## src/rtl/uart_pkg.sv

```systemverilog
// Purpose: shared types and constants for the UART transmit path and its baud generator.
// Latency: n/a (types, constants and a pure parity function only).
// Backpressure: n/a.
package uart_pkg;

    // Transmit FSM states, in the order they are visited during one frame.
    typedef enum logic [2:0] {
        ST_IDLE,
        ST_SYNC,
        ST_START,
        ST_DATA,
        ST_PARITY,
        ST_STOP
    } tx_state_e;

    localparam int DEF_DATA_BITS = 8;
    localparam int DEF_STOP_BITS = 1;
    localparam int MAX_DATA_BITS = 9;

    // Shared with the baud-rate tick generator so both sides agree on the bit period.
    localparam int CLK_FREQ = 50_000_000;
    localparam int BAUD     = 115_200;

    // Parity over a zero-extended data word. Unused upper bits must be zero,
    // so the XOR reduce only sees the real data bits.
    function automatic logic parity_bit(input logic [MAX_DATA_BITS-1:0] data,
                                        input logic                     odd);
        return (^data) ^ odd;
    endfunction

endpackage

```

## src/rtl/uart_tx.sv

```systemverilog
// Purpose: UART transmitter; one TxData word per TxValid/TxReady handshake, sent LSB-first as start/data/parity/stop.
// Latency: start bit goes out on the first BaudTick after the handshake (a tick in the handshake cycle is ignored);
//          back-to-back frames follow with no idle gap. Backpressure: TxReady high only in IDLE or on the final stop tick.
// Ports: CLK/Reset_n (async active-low), BaudTick (one-cycle bit strobe), TxData/TxValid/TxReady (input handshake),
//        Tx (serial line, idle high), TxBusy (frame in progress), TxDone (one-cycle pulse at frame end).
module uart_tx
    import uart_pkg::*;
#(
    parameter int DATA_BITS  = DEF_DATA_BITS,
    parameter int STOP_BITS  = DEF_STOP_BITS,
    parameter int PARITY_EN  = 0,
    parameter int PARITY_ODD = 0
) (
    input  logic                 CLK,
    input  logic                 Reset_n,
    input  logic                 BaudTick,
    input  logic [DATA_BITS-1:0] TxData,
    input  logic                 TxValid,
    output logic                 TxReady,
    output logic                 Tx,
    output logic                 TxBusy,
    output logic                 TxDone
);

    localparam logic [3:0] LAST_BIT  = 4'(DATA_BITS - 1);
    localparam logic [1:0] LAST_STOP = 2'(STOP_BITS - 1);

    tx_state_e              state_q,    state_d;
    logic [DATA_BITS-1:0]   shift_q,    shift_d;
    logic [3:0]             bit_idx_q,  bit_idx_d;
    logic [1:0]             stop_cnt_q, stop_cnt_d;
    logic                   parity_q,   parity_d;
    logic                   tx_q,       tx_d;
    logic                   done_q,     done_d;

    logic                     last_stop_tick;
    logic                     xfer;
    logic [MAX_DATA_BITS-1:0] data_ext;

    // The tick that closes the last stop bit is also the slot for the next
    // frame's start bit, so a new word can be taken right then.
    assign last_stop_tick = (state_q == ST_STOP) && BaudTick && (stop_cnt_q == LAST_STOP);
    assign TxReady        = (state_q == ST_IDLE) || last_stop_tick;
    assign xfer           = TxValid && TxReady;

    always_comb begin
        data_ext                = '0;
        data_ext[DATA_BITS-1:0] = TxData;
    end

    always_comb begin
        state_d    = state_q;
        shift_d    = shift_q;
        bit_idx_d  = bit_idx_q;
        stop_cnt_d = stop_cnt_q;
        parity_d   = parity_q;
        tx_d       = tx_q;
        done_d     = 1'b0;

        if (xfer) begin
            shift_d  = TxData;
            parity_d = parity_bit(data_ext, PARITY_ODD != 0);
        end

        case (state_q)
            ST_IDLE: begin
                // Wait for the next tick before the start bit so it lasts a full bit period.
                if (xfer) begin
                    state_d = ST_SYNC;
                end
            end
            ST_SYNC: begin
                if (BaudTick) begin
                    tx_d    = 1'b0;
                    state_d = ST_START;
                end
            end
            ST_START: begin
                if (BaudTick) begin
                    tx_d      = shift_q[0];
                    shift_d   = shift_q >> 1;
                    bit_idx_d = '0;
                    state_d   = ST_DATA;
                end
            end
            ST_DATA: begin
                if (BaudTick) begin
                    if (bit_idx_q == LAST_BIT) begin
                        stop_cnt_d = '0;
                        if (PARITY_EN != 0) begin
                            tx_d    = parity_q;
                            state_d = ST_PARITY;
                        end else begin
                            tx_d    = 1'b1;
                            state_d = ST_STOP;
                        end
                    end else begin
                        bit_idx_d = bit_idx_q + 4'd1;
                        tx_d      = shift_q[0];
                        shift_d   = shift_q >> 1;
                    end
                end
            end
            ST_PARITY: begin
                if (BaudTick) begin
                    tx_d       = 1'b1;
                    stop_cnt_d = '0;
                    state_d    = ST_STOP;
                end
            end
            ST_STOP: begin
                if (BaudTick) begin
                    if (stop_cnt_q == LAST_STOP) begin
                        done_d     = 1'b1;
                        stop_cnt_d = '0;
                        if (xfer) begin
                            // Back-to-back: start bit of the next frame begins now.
                            tx_d    = 1'b0;
                            state_d = ST_START;
                        end else begin
                            state_d = ST_IDLE;
                        end
                    end else begin
                        stop_cnt_d = stop_cnt_q + 2'd1;
                    end
                end
            end
            default: begin
                tx_d    = 1'b1;
                state_d = ST_IDLE;
            end
        endcase
    end

    always_ff @(posedge CLK or negedge Reset_n) begin
        if (!Reset_n) begin
            state_q    <= ST_IDLE;
            shift_q    <= '0;
            bit_idx_q  <= '0;
            stop_cnt_q <= '0;
            parity_q   <= 1'b0;
            tx_q       <= 1'b1;
            done_q     <= 1'b0;
        end else begin
            state_q    <= state_d;
            shift_q    <= shift_d;
            bit_idx_q  <= bit_idx_d;
            stop_cnt_q <= stop_cnt_d;
            parity_q   <= parity_d;
            tx_q       <= tx_d;
            done_q     <= done_d;
        end
    end

    assign Tx     = tx_q;
    assign TxBusy = (state_q != ST_IDLE);
    assign TxDone = done_q;

endmodule

```

## config.mk

```make
export PLATFORM = sky130hd
export DESIGN_NAME = uart_tx
export DESIGN_NICKNAME = d
export VERILOG_FILES = /design/src/rtl/uart_pkg.sv /design/src/rtl/uart_tx.sv
export SDC_FILE = /design/constraint.sdc
export NUM_CORES = 1
export LEC_CHECK = 0
export CAP_MARGIN = 0
export CORE_ASPECT_RATIO = 2
export CORE_UTILIZATION = 35
export CTS_CLUSTER_DIAMETER = 150
export DETAILED_ROUTE_END_ITERATION = 12
export PLACE_DENSITY_LB_ADDON = 0.05
export SYNTH_ARGS = -nofsm -noshare
export SYNTH_HDL_FRONTEND = slang
export SYNTH_SLANG_ARGS = --single-unit
```

## constraint.sdc

```tcl
create_clock -name CLK -period 4.6 [get_ports CLK]
set_input_delay 0.69 -clock CLK [delete_from_list [all_inputs] [get_ports CLK]]
set_output_delay 0.69 -clock CLK [all_outputs]
set_load 0.01 [all_outputs]
```

==> impl_metrics.ini <==
[outcome]
status = finished clean

[synth]
synthesis.nets = 133
syn-instance-count = 118
synth-xor-area-share = 0
synth_mux_area_frac = 0.07331
synth-warning-count = 0
synth_top_area_share = 0.4124
synth_fa_ha_area_frac = 0.03436
synth-simple-area-share = 0.1856
yosysSeqAreaShare = 0.4364
synth-compound-area-share = 0.2245
syn_area_mm2 = 0.001092
synth.distinct_cells = 35
synth_top_family_by_area = compound AO/OA/AOI/OAI gates
synth_area_leader_cell = dfrtp_1
ys_ff_latch = 19
syn_area_per_cell_um2 = 9.257
synth_area_leaders = dfrtp_1 (41%), mux2i_1 (7.3%), a21oi_1 (6.4%), nor2_1 (4.8%), ha_1 (3.4%)

[global_routing]
antenna_found_initial = 0
overflow = 0
grt_pass1_vias = 909
grt_max_degree = 20
grt_pass1_wl_mm = 4.091
grtUsageTotal = 0.1605

[floorplan]
num_rows = 28
fp.dieH_um = 81.01
dieArea_mm2 = 0.003362
ios = 16
die_w_um = 41.50
initial_core_util = 0.3668
core_mm2 = 0.002978

[route]
vias = 894
ant_nets = 0
post_drt_via_cell_ratio = 5.519
initialDrtViolationCount = 24
drtPass1Iterations = 4
wl_met2_mm = 1.311
top_layer = met4
drc = 0
wl_met3_um = 81
drt-total-wl_mm = 2.374
wl_met1_um = 921
avgRoutedWirePerCell_um = 14.65

[clock_tree]
cts_setup_buffers = 0
ctsResizeCount = 0
clock_path_buffers = 2
h-tree-depth = 1
cts_root_buf = clkbuf_8
cts_tree = yes
clk_latency_ns = 0.26
clock_sinks = 19
cts_buffers = 3
clk_pin_slew_worst_paths_ns = 0.07
hold_buffers = 0

[setup_path]
timing.rr.start = stop_cnt_q[0]
cp-start-kind = primary input
crit_type = in2out
crit_path_cell_trace = clkdlybuf4s50_1 -> nand4_2 -> o21ai_1 -> clkdlybuf4s50_1
cp_slowest_cell = clkdlybuf4s50_1
reg2regPathDepth = 6
max_stage_delay_ns = 0.72
required_ns = 3.91
cp_top_family = buffers and inverters
path_common_cell = clkdlybuf4s50_1
end_kind = primary output
path_max_fanout = 13
cp_num_buf_inv = 2
r2r_slack_ns = 2.84
reg2reg_to = shift_q[6]
critical_path_arrival_ns = 2.37
cp.depth = 4

[worst_hold_path]
holdPathStages = 2
hold_path_end = Tx
hold_start = Tx
hp-class = reg2reg

[layout]
fillerInstances = 298
syn2layout_area_growth_pct = 18.79
antenna-diode-count = 0
nNetsFinal = 148
final_layout_size_suffix_gt1_frac = 0.08333

[timing]
rsz0062_at_grt = no
fin_setup_tns_ns = 0
worstMarginPinSlew_ns = 0.8789
final-hold-violation-count = 0
period_minus_slack_ns = 3.058
whs_ns = 0.4674
fmax_mhz = 327.0
drv_slew = 0
setup_viol = 0
timing.slew.headroom = 0.4122
skew_ns = 0.004208
finalCritPeriodShare = 0.6649

[pwr]
netSwitchingFraction = 0.3602
ir_drop_v = 0.0002116
clock_power_share = 0.202
power_density_mw_per_mm2 = 460.7
intPower_uw = 382.5
cellLeakagePower_nw = 0.5124
p_comb_frac = 0.317
seq_power_share = 0.481
switchingPower_uw = 215.3

[placement]
port-buffer-count = 15
dp_hpwl_mm = 1.773
gp_congestion = 0.7108

[run]
maxCapViolations = 0
layer usage:
layer  up-vias  GRT usage
met1       419     0.1695
li1        451          -
met3         5    0.01333
met4         0    0.09677
met5         -          0
met2        19     0.3000
cell usage after synthesis:
cell type,instances
a211oi_1,1
a21oi_1,14
a21oi_2,3
a21oi_4,1
a221oi_1,1
a22o_1,3
a22oi_1,1
a31oi_1,1
and3_1,1
and3b_1,2
buf_2,4
buf_4,1
dfrtp_1,18
dfstp_2,1
ha_1,3
inv_1,5
inv_2,1
mux2i_1,8
nand2_1,8
nand2b_1,3
nand3_1,4
nand3b_1,1
nand4_2,1
nand4b_1,1
nor2_1,14
nor4_1,1
o211ai_1,1
o21ai_0,3
o21ai_1,6
o221ai_1,1
o22ai_1,1
o2bb2ai_1,1
or2_4,1
or2b_1,1
or3_1,1
through the flow:
step | power, mW | setup slack, ns | cell area, um^2 | cells | utilization
after detailed placement | 0.4853 | 1.538 | 1252 | 158 | 0.4206
final | 0.5978 | 1.542 | 1297 | 162 | 0.4357
after floorplan | 0.4257 | 2.848 | 1092 | 118 | -
after CTS | 0.6074 | 1.534 | 1297 | 162 | 0.4357
after global routing | 0.6473 | 1.410 | 1297 | 162 | 0.4357
after global placement | 0.4803 | 1.561 | 1252 | 158 | 0.4206
cells by family (layout without fill, tap and decap cells):
logic type / after synthesis / after routing
AND/OR/NAND/NOR: 39 / 39
AO/OA/AOI/OAI: 38 / 38
flip-flops: 19 / 19
buffers and inverters: 11 / 25
multiplexers: 8 / 8
adder cells (fa/ha/maj): 3 / 3
worst max path at each step:
| stage | startpoint | to | slack (ns) |
|---|---|---|---|
| final | BaudTick | TxReady | 1.54 |
| after global routing | BaudTick | TxReady | 1.41 |
| after CTS | BaudTick | TxReady | 1.53 |
| after detailed placement | BaudTick | TxReady | 1.54 |
| after global placement | BaudTick | TxReady | 1.56 |
| after floorplan | BaudTick | TxReady | 2.85 |
tightest hold or removal path, stage by stage, from the launching register on:
cell and delay (ns):
dfstp_2 0.37, inv_1 0.04, mux2i_1 0.05
flip-flops by register name, summed over array words and instances, names as in the netlist:
signal and cells:
TxDone 1, stop_cnt_q 2, bit_idx_q 4, shift_q 8, state_q 3, Tx 1
cell usage in the layout (no fill, tap or decap), drive strengths merged:
master          n
a211oi          1
a21oi          18
a221oi          1
a22o            3
a22oi           1
a31oi           1
and3            1
and3b           2
clkbuf          4
clkdlybuf4s50  15
dfrtp          18
dfstp           1
ha              3
inv             6
mux2i           8
nand2           8
nand2b          3
nand3           4
nand3b          1
nand4           1
nand4b          1
nor2           14
nor4            1
o211ai          1
o21ai           9
o221ai          1
o22ai           1
o2bb2ai         1
or2             1
or2b            1
or3             1
power groups by stage:
stage | Combinational (mW) | Clock [mW] | Sequential (mW)
final | 0.190 | 0.121 | 0.287
after global placement | 0.191 | 0 | 0.289
after floorplan | 0.159 | 0 | 0.266
after global routing | 0.220 | 0.128 | 0.299
after CTS | 0.194 | 0.125 | 0.288
after detailed placement | 0.194 | 0 | 0.291
final cells by class:
cell class                 instances  area [um^2]  area share
multi-input combinational         88        565.5      0.4359
tap                               30        37.54     0.02893
clock buffer                       4        45.04     0.03472
sequential                        19        476.7      0.3674
inverter                           6        22.52     0.01736
timing repair buffer              15        150.1      0.1157
Power figures use the tool's default switching activity.
==> patch 1, RTL diff (same settings) <==
Reset style: synchronous (`Reset_n`), changed in one clocked block. Comments in the files are not updated.
--- a/src/rtl/uart_tx.sv
+++ b/src/rtl/uart_tx.sv
@@ -133,5 +133,5 @@
     end
 
-    always_ff @(posedge CLK or negedge Reset_n) begin
+    always_ff @(posedge CLK) begin
         if (!Reset_n) begin
             state_q    <= ST_IDLE;
Formal check against the unedited RTL: differs if Reset_n is asserted again (counterexample within 4 cycles, from zero or initial values and one cycle with Reset_n low); with Reset_n held inactive, the same outputs for 10 cycles.
==> patch 1 against the original RTL <==
- count of clock-buffer cells in the layout stayed put
- sequential cell count stayed put
- hold slack better by 31 ps
- worst setup slack better by 41 ps
- routed wire length is 9.4% lower
- design area is 9.0% lower
- area after synthesis is 7.4% lower
- first-iteration DRC count is 79% lower
- utilization is 0.41 points lower
- cell count is 5.6% lower
Power is not compared: it rests on default switching activity, and its combinational part moved more than twofold at a synthesized area within 25%.
==> patch 1: results (changes against the original RTL) <==
status finished, final reports clean; largest net degree at the start of global routing 16 (-20%); Pleak 0.431 nW; Final HPWL DP 1.64 mm (-7.5%); RR Startpoint state_q[0]; max-slew violation count 0 (unchanged); slowest cell delay on critical path 670 ps (-50 ps); reg2reg setup slack 2900 ps (+60 ps); Post-Synth XOR/XNOR Area 2.60% (+2.6 points); met2 Usage GRT 27.6% (-2.4 points); diodes inserted 0 (unchanged); Final #Nets 140 (-5.4%); Min Hold Slack 498 ps (+30.7 ps); CP max FO 11 (-2); vias in the first global route 860 (-5.4%); CTS Buf Count 3 (unchanged); Tot GR Track Use 16.7% (+0.60 points); Clock Latency Late Sink 250 ps; syn_nets 128 (-3.8%); post-synth cell types 38 (+8.6%); via count 832 (-6.9%); TritonRoute pass-1 iters 3 (-1); sequential fraction of the synthesis area 37.6% (-6.0 points); met1 Track Usage GR 19.6% (+2.7 points); WL final 2.15 mm (-9.4%); Synth top cells by count dfxtp_1 (19), a21oi_1 (11), o21ai_0 (11), mux2i_1 (8), nor2_1 (8); share of layout cells above drive strength 1 6.45% (-1.9 points); met3 Use GR 2.57% (+1.2 points); Synth Area in Compound Gates 22.0% (-0.42 points); Final GP Congestion 0.720 (+1.3%); mux cell area share after synthesis 7.92% (+0.59 points); worst hold path class flip-flop to flip-flop; Inst Count DP 149 (-5.7%); WL per Instance 14.1 µm (-4.1%); Hold Crit Start bit_idx_q[1]; hold worst-path end bit_idx_q[1]; Worst Skew 1.24 ps (-2.97 ps); adder-cell share of the synthesized area 3.71% (+0.28 points); Switching Share 24.9%; Mapped Cells 113 (-4.2%); asr flop ratio synth 0% (-100 points); First DRT Iteration DRCs 5 (-79%); capturing point of the worst reg2reg path shift_q[6]; Clock Path Buffers 2 (unchanged); Worst Reg-to-Reg Cells 4 (-2); delay-heaviest family, CP buffers and inverters; Synth area leaders dfxtp_1 (38%), mux2i_1 (7.9%), a21oi_1 (5.4%), o21ai_0 (5.4%), ha_1 (3.7%); WP data arrival 2330 ps (-40 ps); CTS HTree Levels 1 (unchanged); first-pass GRT wire length 3.73 mm (-8.8%); worst-margin pin slew 579 ps (-300 ps); Post-CTS Setup Repair Bufs 0 (unchanged); critical path's slowest cell clkdlybuf4s50_1; clock root buffer clkbuf_8; initial antenna violation count 0 (unchanged)
==> patch 1: cell types whose count changed in the layout (fill, tap and decap cells not counted), moves of 3 or more <==
cell,change
o21ai_1,-6
o21ai_0,+8
nand2_1,-4
a21oi_2,-3
a22o_1,-3
dfxtp_1,+19
nor2_1,-6
a21oi_1,-3
dfrtp_1,-18
==> patch 1: final cells by class <==
type | instances | area [µm²] | area share (%)
Multi-Input combinational cell | 80 | 547 | 46.3
Timing Repair Buffer | 15 | 150 | 12.7
Tap cell | 29 | 36.3 | 3.07
Inverter | 6 | 22.5 | 1.91
Sequential cell | 19 | 380 | 32.2
Clock buffer | 4 | 45.0 | 3.81
==> patch 1: how the worst max path moves through the flow <==
| stage | startpoint | to | slack [ps] | cells past startpoint |
|---|---|---|---|---|
| 6_report | BaudTick | TxReady | 1580 | 4 |
| 2_1_floorplan | BaudTick | TxReady | 2650 | 3 |
| 4_1_cts | BaudTick | TxReady | 1580 | 4 |
| 5_1_grt | BaudTick | TxReady | 1450 | 4 |
| 3_5_place_dp | BaudTick | TxReady | 1580 | 4 |
| 3_3_place_gp | BaudTick | TxReady | 1590 | 4 |
==> patch 1: layer usage <==
layer  vias to the layer above  part of all wire, %
li1                        425                    -
met1                       396                   43
met5                         -                    0
met4                         0                  1.3
met3                         2                  1.9
met2                         9                   54
==> patch 1: per-stage QoR <==
stage | setup slack [ps] | power, mW | area [µm²] | util (%)
3_5_place_dp | 1580 | 0.248 | 1140 | 41.5
2_1_floorplan | 2650 | 0.226 | 1010 | -
5_1_grt | 1450 | 0.379 | 1180 | 43.2
4_1_cts | 1580 | 0.363 | 1180 | 43.2
3_3_place_gp | 1590 | 0.247 | 1140 | 41.5
6_report | 1580 | 0.357 | 1180 | 43.2
==> patch 2, RTL diff (same settings) <==
Made on the original files. The parameter `PARITY_EN` goes from 0 to 1.
--- a/src/rtl/uart_tx.sv
+++ b/src/rtl/uart_tx.sv
@@ -9,5 +9,5 @@
     parameter int DATA_BITS  = DEF_DATA_BITS,
     parameter int STOP_BITS  = DEF_STOP_BITS,
-    parameter int PARITY_EN  = 0,
+    parameter int PARITY_EN  = 1,
     parameter int PARITY_ODD = 0
 ) (
Check against the original RTL: same outputs for any inputs over 10 cycles, from zero or initial values and one cycle with Reset_n low; that may be too few to reach the edited logic, so the function may still have changed.
==> patch 2 against the original RTL <==
- area after synthesis increased by 18%
- non-clock buffer count unchanged
- combinational power increased by 93%
- sequential cell count increased by 1
- via count increased by 15%
- power increased by 40%
- routed wire length increased by 19%
- design area increased by 16%
- worst setup slack got worse by 43 ps
- largest cell class unchanged
- largest power group is now combinational logic
- highest routed layer unchanged
==> patch 2: results (changes against the original RTL) <==
diodes inserted 0 (unchanged); Inst Count DP 186 (+18%); WL per Instance 14.9 µm (+1.8%); first-pass GRT wire length 4.55 mm (+11%); Final GP Congestion 0.786 (+11%); post-synth cell types 42 (+20%); slowest cell delay on critical path 770 ps (+50 ps); sequential fraction of the synthesis area 38.9% (-4.7 points); CP max FO 14 (+1); worst vdd ir 0.251 mV (+19%); worst-margin pin slew 1030 ps (+155 ps); worst hold path class flip-flop to flip-flop; vias in the first global route 990 (+8.9%); syn_nets 147 (+11%); internal power 0.518 mW (+35%); Final #Nets 158 (+6.8%); share of layout cells above drive strength 1 10.6% (+2.2 points); Synth top cells by count dfrtp_1 (19), mux2i_1 (11), nor2_1 (11), xnor2_1 (8), a21oi_1 (7); post-place setup slack 1510 ps (-30.0 ps); via/cell ratio 5.43 (-1.6%); largest net degree at the start of global routing 21 (+5.0%); Hold Vio Cnt, Final 0 (unchanged); status finished, final reports clean; asr flop ratio synth 100% (unchanged); Clock Path Buffers 2 (unchanged); Tot GR Track Use 15.8% (-0.28 points); Worst Skew 5.96 ps (+1.76 ps); First DRT Iteration DRCs 26 (+8.3%); Pleak 0.604 nW (+18%); WP data arrival 2410 ps (+40 ps); Final HPWL DP 2.05 mm (+16%); Placed Area 1440 µm² (+15%); Clock Latency Late Sink 260 ps (about the same); Syn Area/Cell 9.77 µm² (+5.6%)
==> patch 2: cells by family after synthesis <==
kind of cell / count (synthesis) / synth area share (%)
AND/OR/NAND/NOR: 39 / 16.9
AO/OA/AOI/OAI: 32 / 17.7
flip-flops: 20 / 38.9
buffers and inverters: 15 / 6.11
multiplexers: 15 / 12.0
XOR/XNOR: 8 / 5.43
adder cells (fa/ha/maj): 3 / 2.91
==> patch 2: power groups by stage <==
| stage | Combinational [mW] | Sequential [mW] | Clock (mW) |
|---|---|---|---|
| floorplan | 0.331 | 0.288 | 0 |
| global placement | 0.360 | 0.333 | 0 |
| detailed placement | 0.369 | 0.335 | 0 |
| CTS | 0.371 | 0.331 | 0.142 |
| global route | 0.414 | 0.344 | 0.148 |
| finish | 0.367 | 0.334 | 0.137 |
==> patch 2: worst max-delay path: cells and delay by family <==
kind	cells	cell delay (ps)
buffers and inverters	2	1330
AND/OR/NAND/NOR	1	200
AO/OA/AOI/OAI	1	190
==> patch 2: path summary, 6_finish.rpt <==
kind / startpoint / end / slack [ps] / cells after the start
worst max-delay path: BaudTick / TxReady / 1500 / 4
worst min-delay path: shift_q[4] / shift_q[3] / 530 / 2
worst max register to register: state_q[0] / shift_q[2] / 2230 / 4
worst min register to register: shift_q[4] / shift_q[3] / 530 / 2
max in group asynchronous: Reset_n / shift_q[7] / 3050 / 1
min in group asynchronous: Reset_n / shift_q[3] / 960 / 1
==> patch 2: final cells by class <==
type	count	area (µm²)
inverters	6	22.5
fillers	365	1950
repair buffers	15	150
multi-input cells	97	709
clock buffers	4	55.1
flip-flops and latches	20	502
well taps	48	60.1
==> patch 2: layer usage <==
layer / GRT usage (%) / part of all wire, %
met1: 16.6 / 42
met2: 28.3 / 52
met3: 2.27 / 3.5
met4: 8.82 / 3.0
met5: 0 / 0
